==> src/rtl/kernel_seq.sv <==
// kernel_seq: sequences line-buffer addressing for a 3x3 window engine.
// Walks column/row addresses as pixels arrive, tags each accepted pixel and
// delays the tag by LAT cycles so that window qualification lines up with the
// line-buffer outputs.
module kernel_seq #(
  parameter int unsigned LINE_W  = 640,
  parameter int unsigned FRAME_H = 480,
  parameter int unsigned LAT     = 3
) (
  input  logic       readClk,
  input  logic       rst,
  input  logic       enable,
  input  logic       frameStart,
  input  logic       pixValid,
  input  logic       lineEnd,
  output logic [9:0] outX,
  output logic [1:0] outY,
  output logic       winValid,
  output logic [9:0] winX,
  output logic [9:0] winY,
  output logic       frameDone,
  output logic       ovfErr
);

  localparam int unsigned       CNT_W      = (LAT > 1) ? $clog2(LAT) : 1;
  localparam logic [9:0]        X_LAST     = 10'(LINE_W - 1);
  localparam logic [9:0]        X_HI       = 10'(LINE_W - 2);
  localparam logic [9:0]        ROW_LAST   = 10'(FRAME_H - 1);
  localparam logic [9:0]        ROW_END    = 10'(FRAME_H);
  localparam logic [CNT_W-1:0]  DRAIN_LAST = CNT_W'(LAT - 1);

  typedef enum logic [1:0] {
    S_IDLE,
    S_WAIT_FRAME,
    S_ACTIVE,
    S_DRAIN
  } state_t;

  state_t             state_q, state_d;
  logic [9:0]         x_q, x_d;
  logic [1:0]         slot_q, slot_d;
  logic [9:0]         row_q, row_d;
  logic               full_q, full_d;
  logic               ovf_q, ovf_d;
  logic [CNT_W-1:0]   drain_q, drain_d;

  logic [LAT-1:0]       tag_v_q, tag_v_d;
  logic [LAT-1:0][9:0]  tag_x_q, tag_x_d;
  logic [LAT-1:0][9:0]  tag_y_q, tag_y_d;

  logic accept;
  logic restart;
  logic interior;
  logic frame_done;

  // Frame sequencing, address walk and overflow detection.
  // outX saturates at the last column, so full_q records that the last column
  // has already been written; only a pixel arriving after that is an overflow.
  always_comb begin
    state_d    = state_q;
    x_d        = x_q;
    slot_d     = slot_q;
    row_d      = row_q;
    full_d     = full_q;
    ovf_d      = ovf_q;
    drain_d    = drain_q;
    accept     = 1'b0;
    restart    = 1'b0;
    frame_done = 1'b0;

    unique case (state_q)
      S_IDLE: begin
        if (enable) begin
          state_d = S_WAIT_FRAME;
          ovf_d   = 1'b0;
        end
      end

      S_WAIT_FRAME: begin
        if (frameStart) begin
          restart = 1'b1;
        end
      end

      S_ACTIVE: begin
        if (frameStart) begin
          restart = 1'b1;
        end else begin
          if (pixValid) begin
            if (!full_q) begin
              accept = 1'b1;
              if (x_q == X_LAST) begin
                full_d = 1'b1;
              end else begin
                x_d = x_q + 10'd1;
              end
            end else if (lineEnd) begin
              // Last column rewritten by a pixel coinciding with the line end.
              accept = 1'b1;
            end else begin
              ovf_d = 1'b1;
            end
          end
          if (lineEnd) begin
            x_d    = '0;
            full_d = 1'b0;
            slot_d = slot_q + 2'd1;
            row_d  = row_q + 10'd1;
            if ((row_q + 10'd1) == ROW_END) begin
              state_d = S_DRAIN;
              drain_d = '0;
            end
          end
        end
      end

      S_DRAIN: begin
        if (frameStart) begin
          restart = 1'b1;
        end else if (drain_q == DRAIN_LAST) begin
          state_d    = S_IDLE;
          frame_done = 1'b1;
        end else begin
          drain_d = drain_q + CNT_W'(1);
        end
      end

      default: begin
        state_d = S_IDLE;
      end
    endcase

    if (restart) begin
      state_d = S_ACTIVE;
      x_d     = '0;
      slot_d  = '0;
      row_d   = '0;
      full_d  = 1'b0;
    end
  end

  // Tag pipeline: qualify the accepted pixel as a window centre and delay it.
  always_comb begin
    interior = (x_q >= 10'd1) && (x_q <= X_HI) &&
               (row_q >= 10'd2) && (row_q <= ROW_LAST);

    tag_v_d = '0;
    tag_x_d = '0;
    tag_y_d = '0;

    if (!restart) begin
      if (accept && interior) begin
        tag_v_d[0] = 1'b1;
        tag_x_d[0] = x_q - 10'd1;
        tag_y_d[0] = row_q - 10'd1;
      end
      for (int unsigned i = 1; i < LAT; i++) begin
        tag_v_d[i] = tag_v_q[i-1];
        tag_x_d[i] = tag_x_q[i-1];
        tag_y_d[i] = tag_y_q[i-1];
      end
    end
  end

  // State and pipeline registers with asynchronous reset.
  always_ff @(posedge readClk or posedge rst) begin
    if (rst) begin
      state_q <= S_IDLE;
      x_q     <= '0;
      slot_q  <= '0;
      row_q   <= '0;
      full_q  <= 1'b0;
      ovf_q   <= 1'b0;
      drain_q <= '0;
      tag_v_q <= '0;
      tag_x_q <= '0;
      tag_y_q <= '0;
    end else begin
      state_q <= state_d;
      x_q     <= x_d;
      slot_q  <= slot_d;
      row_q   <= row_d;
      full_q  <= full_d;
      ovf_q   <= ovf_d;
      drain_q <= drain_d;
      tag_v_q <= tag_v_d;
      tag_x_q <= tag_x_d;
      tag_y_q <= tag_y_d;
    end
  end

  // Output mapping.
  always_comb begin
    outX      = x_q;
    outY      = slot_q;
    winValid  = tag_v_q[LAT-1];
    winX      = tag_x_q[LAT-1];
    winY      = tag_y_q[LAT-1];
    frameDone = frame_done;
    ovfErr    = ovf_q;
  end

endmodule

==> config.mk <==
export PLATFORM = sky130hd
export DESIGN_NAME = kernel_seq
export DESIGN_NICKNAME = d
export VERILOG_FILES = /design/src/rtl/kernel_seq.sv
export SDC_FILE = /design/constraint.sdc
export NUM_CORES = 1
export LEC_CHECK = 0
export CAP_MARGIN = 15
export CORE_UTILIZATION = 61
export CTS_CLUSTER_DIAMETER = 80
export DETAILED_ROUTE_END_ITERATION = 12
export PLACE_DENSITY = 0.85
export SLEW_MARGIN = 40
export SYNTH_ARGS = -nofsm -noshare
export SYNTH_HDL_FRONTEND = slang
export SYNTH_SLANG_ARGS = --single-unit
==> constraint.sdc <==
create_clock -name readClk -period 5.3 [get_ports readClk]
set_input_delay 1.06 -clock readClk [delete_from_list [all_inputs] [get_ports readClk]]
set_output_delay 1.06 -clock readClk [all_outputs]
set_load 0.01 [all_outputs]
# Word level (Yosys, flattened, before mapping)
# Index checks and enable logic that the tools add are counted.
# Widths: inputs -> output; s select.
# classes
mul,0
bitwise_logic,0
eq_ne,24
reduce_logical,18
n_shift,0
muxes,58
n_lt_le_gt_ge,4
addsub,6
div_mod_pow,0
# ops
op,n
$mux 10,13
$mux 30,2
$mux 2,16
$mux 1,23
$ne 3x3->1 const B,7
$add 10x1->10 const B,2
$sub 10x1->10 const B,2
$ne 2x2->1 const B,9
$reduce_and 6->1,2
$eq 10x10->1 const B,1
$eq 10x9->1 const B,1
$ge 10x1->1 const B,1
$ge 10x2->1 const B,1
$le 10x10->1 const B,1
$le 10x9->1 const B,1
$reduce_bool 2->1,4
$reduce_and 7->1,1
$eq 2x2->1 const B,3
$pmux 2 s3,1
$reduce_and 3->1,2
$reduce_and 5->1,1
$add 2x1->2 const B,2
$logic_and 1x1->1,4
$pmux 2 s2,1
9 further kinds,9
# word_totals
output_inout_bits,35
latch_bits,0
memories,0
mem_bits_ro,0
wordCells,124
register_bits,91
ram_bits,0
in_bits,6

# Longest topological paths before layout
# Gate-level depths: netlist of run 1.
# depth
ltp_word,8
ltp_mapped,8
ltp_nobuf,6

# Worst setup path before layout of run 1
# OpenSTA, ideal clock, no wires.
# synth_path
kind,input to output
startpoint,input frameStart
endpoint,output frameDone
t_arrival_ns,1.404
path_stages,2
t_required_ns,4.240
path_buffers,0
path_slack_ns,2.836
path_cell_list,nand2b_1 -> nor2_1
# synth_via
elab_chain_len,2
# synth_rtl
item,line_no,text
start: declaration,13,"input logic frameStart,"
$mux 1,118,if (frameStart) begin
$mux 1,71,unique case (state_q)
end: declaration,21,"output logic frameDone,"
# No other way between the ends.

# Final worst setup path of run 1
# Ends and elaborated chain as after synthesis.

==> run_results.csv, run 1 <==
group,metric,value,unit
sta,hold_viol,0,
power,clockPowerShare,27.7,%
place,io_buffers,40,
layout,fin_cells,488,
synthesis,ys_seq_area_share,55.2,%
layout,fillers,468,
cts,clkTransAtPathRegs,80,ps
sta,drv_slew,0,
routing,wl_per_cell,13.6,um
critical_path,crit_fanout,13,
synthesis,synth_cell_types,49,
routing,viasPerCell,5.66,
floorplan,dieArea,0.00709,sq mm
routing,drt-initial-drc-count,99,
routing,drt-met1-wl,2.88,mm
layout,final_layout_size_suffix_gt1_share,6.57,%
cts,cts_setup_buffers,0,
run_status,status,"complete, but fails checks",
cts,insertion_delay,360,ps
sta,setup_viol,0,
power,swShare,32.4,%
global_routing,antenna_found_initial,0,
routing,drtAntennaViolNets,0,
hold_path,worstHoldEndpoint,"tag_y_q[18]",
global_routing,grt_pass1_wl,11.5,mm
run_status,violations,"design-rule violations",
sta,tns,0,ps
synthesis,synthArstFlopShare,100,%
floorplan,start_util,64.2,%
layout,final_nets,420,
layout,diodes,0,
power,cell_internal_pwr,0.00117,W
global_routing,gr-total-overflow,0,
sta,rsz0062_at_grt,"no",
critical_path,r2r_end,"tag_x_q[3]",
critical_path,critical_path_class,"primary input to output port",
critical_path,setup.worst_path.end_class,"output port",
floorplan,core,0.00642,sq mm
synthesis,syn_inst,399,
synthesis,synth_largest_area_cell,"dfrtp_1",
routing,met3_length,388,um
cts,h-tree-depth,3,
power,peakVddDrop,0.000204,V
power,power.density,377,mW/mm^2
sta,fin_crit,3710,ps
global_routing,grt_pass1_vias,2681,
power,power.net_switching,0.000559,W
cts,clockBufferDepth,2,
global_routing,grt_util_all_layers,20.8,%
place,dp_cells,472,
cts,cts_root_buffer,"clkbuf_8",
sta,period_share,70.0,%
layout,area_delta_synth_final,11.0,%
cts,cts_hold_buffers,0,
critical_path,crit_required,4240,ps
cts,cts_tree,"done",
sta,relSlewSlack,42.1,%
hold_path,min_path_cells,1,
floorplan,rows,29,
cts,cts_resized,0,
synthesis,synth_ff_type,"dfrtp_1",
synthesis,synth_edf_count,0,
cts,cts_sinks,91,
routing,dr_wl_met2,3.27,mm
routing,wl,6.63,mm
synthesis,synth_common_cells,"91 x dfrtp_1, 43 x and2_1, 40 x nor2_1, 28 x nand2_1, 21 x buf_4",
synthesis,yosys_warnings,0,
power,p_leak,2.18,nW
synthesis,yosys_register_bits,91,
global_routing,grt_max_degree,65,
synthesis,synthTopCellsByArea,"dfrtp_1 55%, and2_1 6.5%, buf_4 3.8%",
critical_path,crit_path_start,"frameStart",
hold_path,hold_start,"tag_y_q[8]",
routing,firstDrtPassIters,8,
floorplan,die_w,84.2,um
synthesis,syn-num-nets,413,
place,place_hpwl,4.27,mm
power,seq_power_share,47.3,%
critical_path,rr_worst_depth,5,
sta,fmax,0.269,GHz
floorplan,ios,41,
cts,numCtsBuffers,9,
run,maxCapViolations,0,
sta,worst-slew-pin-transition,855,ps
sta,skew,9.99,ps
place,routabilityCongestion,0.791,
hold_path,hold_class,"flip-flop to flip-flop",
floorplan,die_h,84.2,um
power,p_total,0.00173,W
synthesis,yosysTopAreaCellShare,55.2,%
synthesis,syn-cell-area,0.00412,sq mm
synthesis,synth.avg_cell_area,10.3,sq um
critical_path,r2r_setup_slack,2680,ps
power,combPwrFrac,25.0,%
routing,num_vias,2762,
routing,drc_errors,14,
synthesis,yosysMostFrequentCell,"dfrtp_1",
critical_path,worstPathArrival,2650,ps
critical_path,cp-start-kind,"primary input",
routing,topRoutingLayerUsed,"met4",
## worst max-delay path, cell delays in order
cell and delay [ps]:
clkdlybuf4s50_1 610, nand2b_1 310, nor2_1 130, clkdlybuf4s50_1 540
## how the worst max path moves through the flow
stage,to,slack [ps],cells after the start
final,frameDone,1590,4
after global routing,frameDone,1490,4
after CTS,frameDone,1600,4
after detailed placement,tag_x_q[3],1450,6
after global placement,tag_x_q[3],1560,6
after floorplan,asynchronous set/reset pin,1880,1
## sequential cells by signal, indices dropped and copies added, names as in the netlist, named ones only
signal   count
full_q       1
ovfErr       1
drain_q      2
tag_v_q      3
outY         2
state_q      1
row_q       10
tag_y_q     20
tag_x_q     20
winX        10
outX        10
winY        10
## placed cells by master (no fill, tap or decap), drive strengths merged, types with 4 or more instances in the layout
cell and n:
xnor2 6, nand2b 5, o31ai 6, or4 4
clkdlybuf4s50 40, nand4 6, a21oi 13, inv 11
o21ai 22, nand2 28, clkbuf 10, or3 4
xor2 10, nor3 7, dfrtp 91, ha 8
and2 43, nand3 9, nor2b 4, nor2 40
## per-layer routing
metal / vias to the layer above / track usage (%)
li1: 1334 / -
met1: 1320 / 24.7
met2: 91 / 35.6
met3: 17 / 6.19
met4: 0 / 8.15
met5: - / 0
## cell type report
type	instances	area, sq um	share of cell area [%]
Sequential cell	91	2280	49.7
Inverter	10	42.5	0.929
Clock inverter	6	71.3	1.56
Timing Repair Buffer	42	415	9.07
Clock buffer	10	138	3.01
Tap cell	77	96.3	2.10
Multi-Input combinational cell	252	1540	33.6
## through the flow
step                      utilization, %  worst slack (ps)  hold slack (ps)  instance area (sq um)
final                               71.3              1590              444                   4580
after floorplan                        -              1880              428                   4120
after global placement              67.8              1560              431                   4350
after global routing                71.3              1490              461                   4580
after CTS                           71.2              1600              448                   4570
after detailed placement            68.0              1450              432                   4360
## kinds of logic (layout without fill, tap and decap cells)
kind of cell | count (synthesis) | in the layout | synth area share (%)
buffers and inverters | 56 | 68 | 7.77
AND/OR/NAND/NOR | 163 | 163 | 20.8
AO/OA/AOI/OAI | 62 | 62 | 9.59
multiplexers | 3 | 3 | 0.789
adder cells (fa/ha/maj) | 8 | 8 | 2.43
XOR/XNOR | 16 | 16 | 3.40
flip-flops | 91 | 91 | 55.2
## power groups by stage
stage	clock, W	combinational, W	sequential, W
final	0.000478	0.000432	0.000818
after global routing	0.000519	0.000491	0.000827
after CTS	0.000485	0.000433	0.000816
after detailed placement	0	0.000431	0.000829
after global placement	0	0.000417	0.000826
after floorplan	0	0.000351	0.000798
Power figures use the tool's default switching activity.
==> inputs of run 2 (changes only) <==
--- a/config.mk
+++ b/config.mk
@@ -6,10 +6,10 @@
 export NUM_CORES = 1
 export LEC_CHECK = 0
 export CAP_MARGIN = 15
-export CORE_UTILIZATION = 61
+export CORE_UTILIZATION = 57
 export CTS_CLUSTER_DIAMETER = 80
 export DETAILED_ROUTE_END_ITERATION = 12
-export PLACE_DENSITY = 0.85
+export PLACE_DENSITY = 0.8
 export SLEW_MARGIN = 40
 export SYNTH_ARGS = -nofsm -noshare
 export SYNTH_HDL_FRONTEND = slang
==> constraint.sdc (replaced) <==
create_clock -name readClk -period 3.5 [get_ports readClk]
set_input_delay 0.7 -clock readClk [delete_from_list [all_inputs] [get_ports readClk]]
set_output_delay 0.7 -clock readClk [all_outputs]
set_load 0.01 [all_outputs]
==> run 2 against run 1 <==
  * The run now ends clean
  * Routed wire length is 5.8% lower
  * Critical path depth up 1
  * Largest cell class unchanged
  * Combinational power rose by 53%
  * Cell count grew 4.7%
  * Flip-flop and latch count unchanged
  * Sequential power up 52%
  * Non-clock buffer count up 4
==> run_results.csv, run 2 (same netlist as run 1, synthesis figures left out) <==
group,metric,value,unit
run_status,status,"completed",
routing,drt-initial-drc-count,88,
critical_path,crit_required,2800,ps
critical_path,rr_worst_depth,6,
routing,firstDrtPassIters,4,
sta,hold_viol,0,
power,power.density,575,mW/mm^2
critical_path,r2r_setup_slack,1340,ps
sta,fmax,0.351,GHz
cts,cts_tree,"done",
layout,diodes,0,
layout,fillers,545,
hold_path,hold_class,"flip-flop to flip-flop",
layout,top_regs,"tag_x_q: 20 flops, tag_y_q: 20 flops",
run,maxCapViolations,0,
sta,setup_slack,653,ps
critical_path,r2r_start,"row_q[0]",
floorplan,die_w,87.1,um
hold_path,hold_start,"tag_y_q[5]",
sta,tns,0,ps
critical_path,cp-start-kind,"primary input",
place,place_hpwl,4.17,mm
sta,fin_crit,2850,ps
layout,final_common_cell,"dfrtp_1",
cts,h-tree-depth,3,
power,p_leak,2.21,nW
sta,period_share,81.3,%
routing,wl_per_cell,12.2,um
layout,final_layout_size_suffix_gt1_share,6.75,%
cts,cts_root_buffer,"clkbuf_8",
floorplan,dieArea,0.00758,sq mm
cts,cts_hold_buffers,0,
critical_path,worstPathArrival,2150,ps
floorplan,ios,41,
sta,rsz0062_at_grt,"no",
sta,relSlewSlack,46.3,%
global_routing,grt_pass1_wl,10.6,mm
layout,seqCellArea,0.00228,sq mm
place,io_buffers,40,
global_routing,grt_util_all_layers,18.5,%
global_routing,grt_max_degree,92,
routing,wl,6.25,mm
global_routing,gr-total-overflow,0,
sta,setup_viol,0,
critical_path,r2r_end,"drain_q[0]",
sta,whs,449,ps
power,peakVddDrop,0.000294,V
cts,cts_resized,0,
cts,cts_sinks,91,
layout,area_delta_synth_final,12.6,%
floorplan,start_util,59.7,%
routing,drc_errors,0,
floorplan,die_h,87.1,um
floorplan,core,0.00691,sq mm
cts,clockBufferDepth,2,
routing,drtAntennaViolNets,0,
critical_path,crit_fanout,13,
layout,final_nets,424,
cts,cts_setup_buffers,0,
cts,numCtsBuffers,9,
layout,final_cell_mix,"91 x dfrtp_1, 43 x and2_1, 40 x nor2_1, 40 x clkdlybuf4s50_1, 28 x nand2_1",
critical_path,cp-endpoint,"frameDone",
routing,num_vias,2733,
critical_path,crit_path_start,"frameStart",
sta,skew,7.46,ps
cts,insertion_delay,350,ps
critical_path,setup.worst_path.end_class,"output port",
routing,viasPerCell,5.35,
cts,clkTransAtPathRegs,80,ps
place,post-place-ws,656,ps
sta,worst-slew-pin-transition,792,ps
place,routabilityCongestion,0.844,
global_routing,antenna_found_initial,0,
global_routing,grt_pass1_vias,2520,
floorplan,rows,30,
layout,multiInputGateArea,0.00153,sq mm
critical_path,critical_path_class,"primary input to output port",
sta,drv_slew,0,
[run 2: worst min path at each step]
| stage | slack (ps) | depth (start not counted) | endpoint |
|---|---|---|---|
| 6_report | 450 | 1 | tag_y_q[15] |
| 3_5_place_dp | 430 | 1 | tag_x_q[13] |
| 3_3_place_gp | 430 | 1 | tag_v_q[2] |
| 5_1_grt | 460 | 1 | tag_x_q[17] |
| 4_1_cts | 450 | 1 | tag_x_q[17] |
| 2_1_floorplan | 430 | 1 | tag_v_q[1] |
[run 2: critical path: stages]
cell	delay [ps]
clkdlybuf4s50_1	400
buf_4	180
nand2b_1	200
nor2_1	130
clkdlybuf4s50_1	540
[run 2: final cells by class]
class,instances,area share (%)
sequential,91,49.0
multi-input combinational,252,32.9
timing repair buffer,46,9.86
clock buffer,10,2.75
tap,96,2.59
clock inverter,6,2.05
inverter,10,0.835
[run 2: per-stage QoR]
stage | total power, W | cell area [sq um] | std cells | util (%)
floorplan | 0.00174 | 4120 | 399 | -
global placement | 0.00190 | 4420 | 495 | 64.0
detailed placement | 0.00192 | 4420 | 495 | 64.0
CTS | 0.00269 | 4640 | 511 | 67.2
global route | 0.00283 | 4640 | 511 | 67.2
finish | 0.00267 | 4640 | 511 | 67.2
[run 2: power breakdown]
| group | switching, W | internal [W] |
|---|---|---|
| Combinational | 0.000369 | 0.000293 |
| Sequential | 0.000107 | 0.00113 |
| Clock | 0.000361 | 0.000410 |
[run 2: metal layers]
layer / share of wire [%] / routed length (um) / track usage [%]
met2: 48 / 2970 / 31.2
met5: 0 / 0 / 0
met4: 2.8 / 175 / 13.5
met3: 5.9 / 368 / 3.89
met1: 44 / 2730 / 20.8
==> inputs of run 3 (changes only) <==
==> constraint.sdc (replaced) <==
create_clock -name readClk -period 2.82 [get_ports readClk]
set_input_delay 0.564 -clock readClk [delete_from_list [all_inputs] [get_ports readClk]]
set_output_delay 0.564 -clock readClk [all_outputs]
set_load 0.01 [all_outputs]
==> run 3 against run 2 <==
  * Clock skew hardly changed
  * Total power is 22% higher
  * Flip-flop and latch count stayed put
  * Final area is 0.27% lower
  * Clock power is 13% higher
  * Cell count is 0.20% higher
  * First-iteration DRC count is 22% higher
  * Non-clock buffer count is 1 higher
  * Highest routed layer unchanged
==> run_results.csv, run 3 (same netlist as run 1, synthesis figures left out) <==
group,metric,value,unit
run,maxCapViolations,0,
critical_path,crit_required,2260,ps
layout,final_nets,425,
cts,cts_root_buffer,"clkbuf_8",
power,peakVddDrop,0.000421,V
critical_path,crit_path_start,"frameStart",
sta,setup_viol,0,
cts,cts_hold_buffers,0,
floorplan,start_util,59.7,%
power,power.density,701,mW/mm^2
critical_path,worstPathArrival,1920,ps
power,p_leak,2.19,nW
routing,drtAntennaViolNets,0,
sta,fin_crit,2480,ps
routing,wl_per_cell,12.9,um
floorplan,ios,41,
place,io_buffers,40,
layout,final_cell_mix,"91 x dfrtp_1, 43 x and2_1, 40 x nor2_1, 40 x clkdlybuf4s50_1, 28 x nand2_1",
place,routabilityCongestion,0.803,
cts,clkTransAtPathRegs,80,ps
sta,period_share,88.0,%
critical_path,crit_chain,"clkdlybuf4s50_1 > nand2b_1 > nor2_1 > clkdlybuf4s50_1",
global_routing,gr-total-overflow,0,
cts,cts_sinks,91,
routing,firstDrtPassIters,4,
floorplan,core,0.00691,sq mm
sta,skew,7.23,ps
sta,worst-slew-pin-transition,787,ps
critical_path,slowest_delay,540,ps
sta,relSlewSlack,46.7,%
sta,drv_slew,0,
place,place_hpwl,4.37,mm
critical_path,cp-start-kind,"primary input",
critical_path,slowest_stage,"clkdlybuf4s50_1",
run_status,status,"completed",
cts,insertion_delay,350,ps
routing,num_vias,2775,
cts,numCtsBuffers,9,
critical_path,r2r_end,"drain_q[1]",
floorplan,dieArea,0.00758,sq mm
critical_path,crit_fanout,5,
layout,diodes,0,
sta,fmax,0.403,GHz
cts,h-tree-depth,3,
sta,rsz0062_at_grt,"no",
global_routing,grt_util_all_layers,19.2,%
layout,area_delta_synth_final,12.3,%
cts,cts_setup_buffers,0,
critical_path,critical_path_class,"primary input to output port",
sta,hold_viol,0,
global_routing,grt_max_degree,92,
cts,cts_tree,"done",
critical_path,cpMostUsedCell,"clkdlybuf4s50_1",
layout,top_regs,"tag_x_q: 20 flops, tag_y_q: 20 flops",
critical_path,rr_worst_depth,6,
critical_path,r2r_setup_slack,600,ps
floorplan,die_h,87.1,um
floorplan,die_w,87.1,um
hold_path,min_path_cells,1,
global_routing,grt_pass1_vias,2566,
layout,final_common_cell,"dfrtp_1",
layout,final_layout_size_suffix_gt1_share,6.97,%
routing,wl,6.63,mm
routing,drc_errors,0,
critical_path,setup.worst_path.end_class,"output port",
global_routing,grt_pass1_wl,11.1,mm
hold_path,hold_start,"tag_y_q[17]",
sta,tns,0,ps
critical_path,r2r_start,"row_q[0]",
cts,cts_resized,0,
hold_path,worstHoldEndpoint,"winY[7]",
routing,drt-initial-drc-count,107,
global_routing,antenna_found_initial,0,
hold_path,hold_class,"flip-flop to flip-flop",
routing,viasPerCell,5.42,
power,p_total,0.00325,W
floorplan,rows,30,
cts,clockBufferDepth,2,
run 3: cell count changes in the layout (fill, tap and decap cells not counted):
cell,delta
buf_4,+1
clkinv_2,-1
bufinv_16,-1
clkinvlp_4,+2
run 3: layout make-up:
class                      instances  area (sq um)
clock buffer                      10           128
clock inverter                     6          72.6
fill                             557          2280
inverter                          10          41.3
multi-input combinational        252          1530
sequential                        91          2280
tap                               96           120
timing repair buffer              47           465
run 3: where the power goes:
group / total [W] / internal, W / switching (W)
combinational: 0.000835 / 0.000367 / 0.000467
clock: 0.000874 / 0.000419 / 0.000455
sequential: 0.00154 / 0.00140 / 0.000138
total: 0.00325 / 0.00219 / 0.00106
run 3: metal layers:
layer	part of all wire, %	vias to the layer above	routed length (um)	GRT usage, %
met1	42	1309	2770	22.2
li1	-	1338	-	-
met3	6.2	13	411	3.89
met2	50	115	3350	32.8
met4	1.5	0	98	11.7
met5	0	-	0	0
run 3: critical path, delay by kind of cell:
kind | cells | cell delay (ps)
buffers and inverters | 2 | 1010
and+or+nand+nor | 2 | 340
run 3: worst max-delay path by stage:
stage,end,slack [ps],cells after the start
finish,frameDone,340,4
global route,frameDone,290,4
CTS,frameDone,340,4
detailed placement,tag_y_q[2],300,7
global placement,tag_x_q[5],330,7
floorplan,outX[5],870,8
run 3: metrics by stage:
stage / area, sq um / cells / hold WS (ps) / util [%] / worst slack [ps]
global placement: 4430 / 496 / 431 / 64.1 / 329
floorplan: 4130 / 399 / 428 / - / 874
CTS: 4630 / 512 / 452 / 67.0 / 337
global route: 4630 / 512 / 461 / 67.0 / 291
finish: 4630 / 512 / 450 / 67.0 / 339
detailed placement: 4430 / 496 / 432 / 64.1 / 304
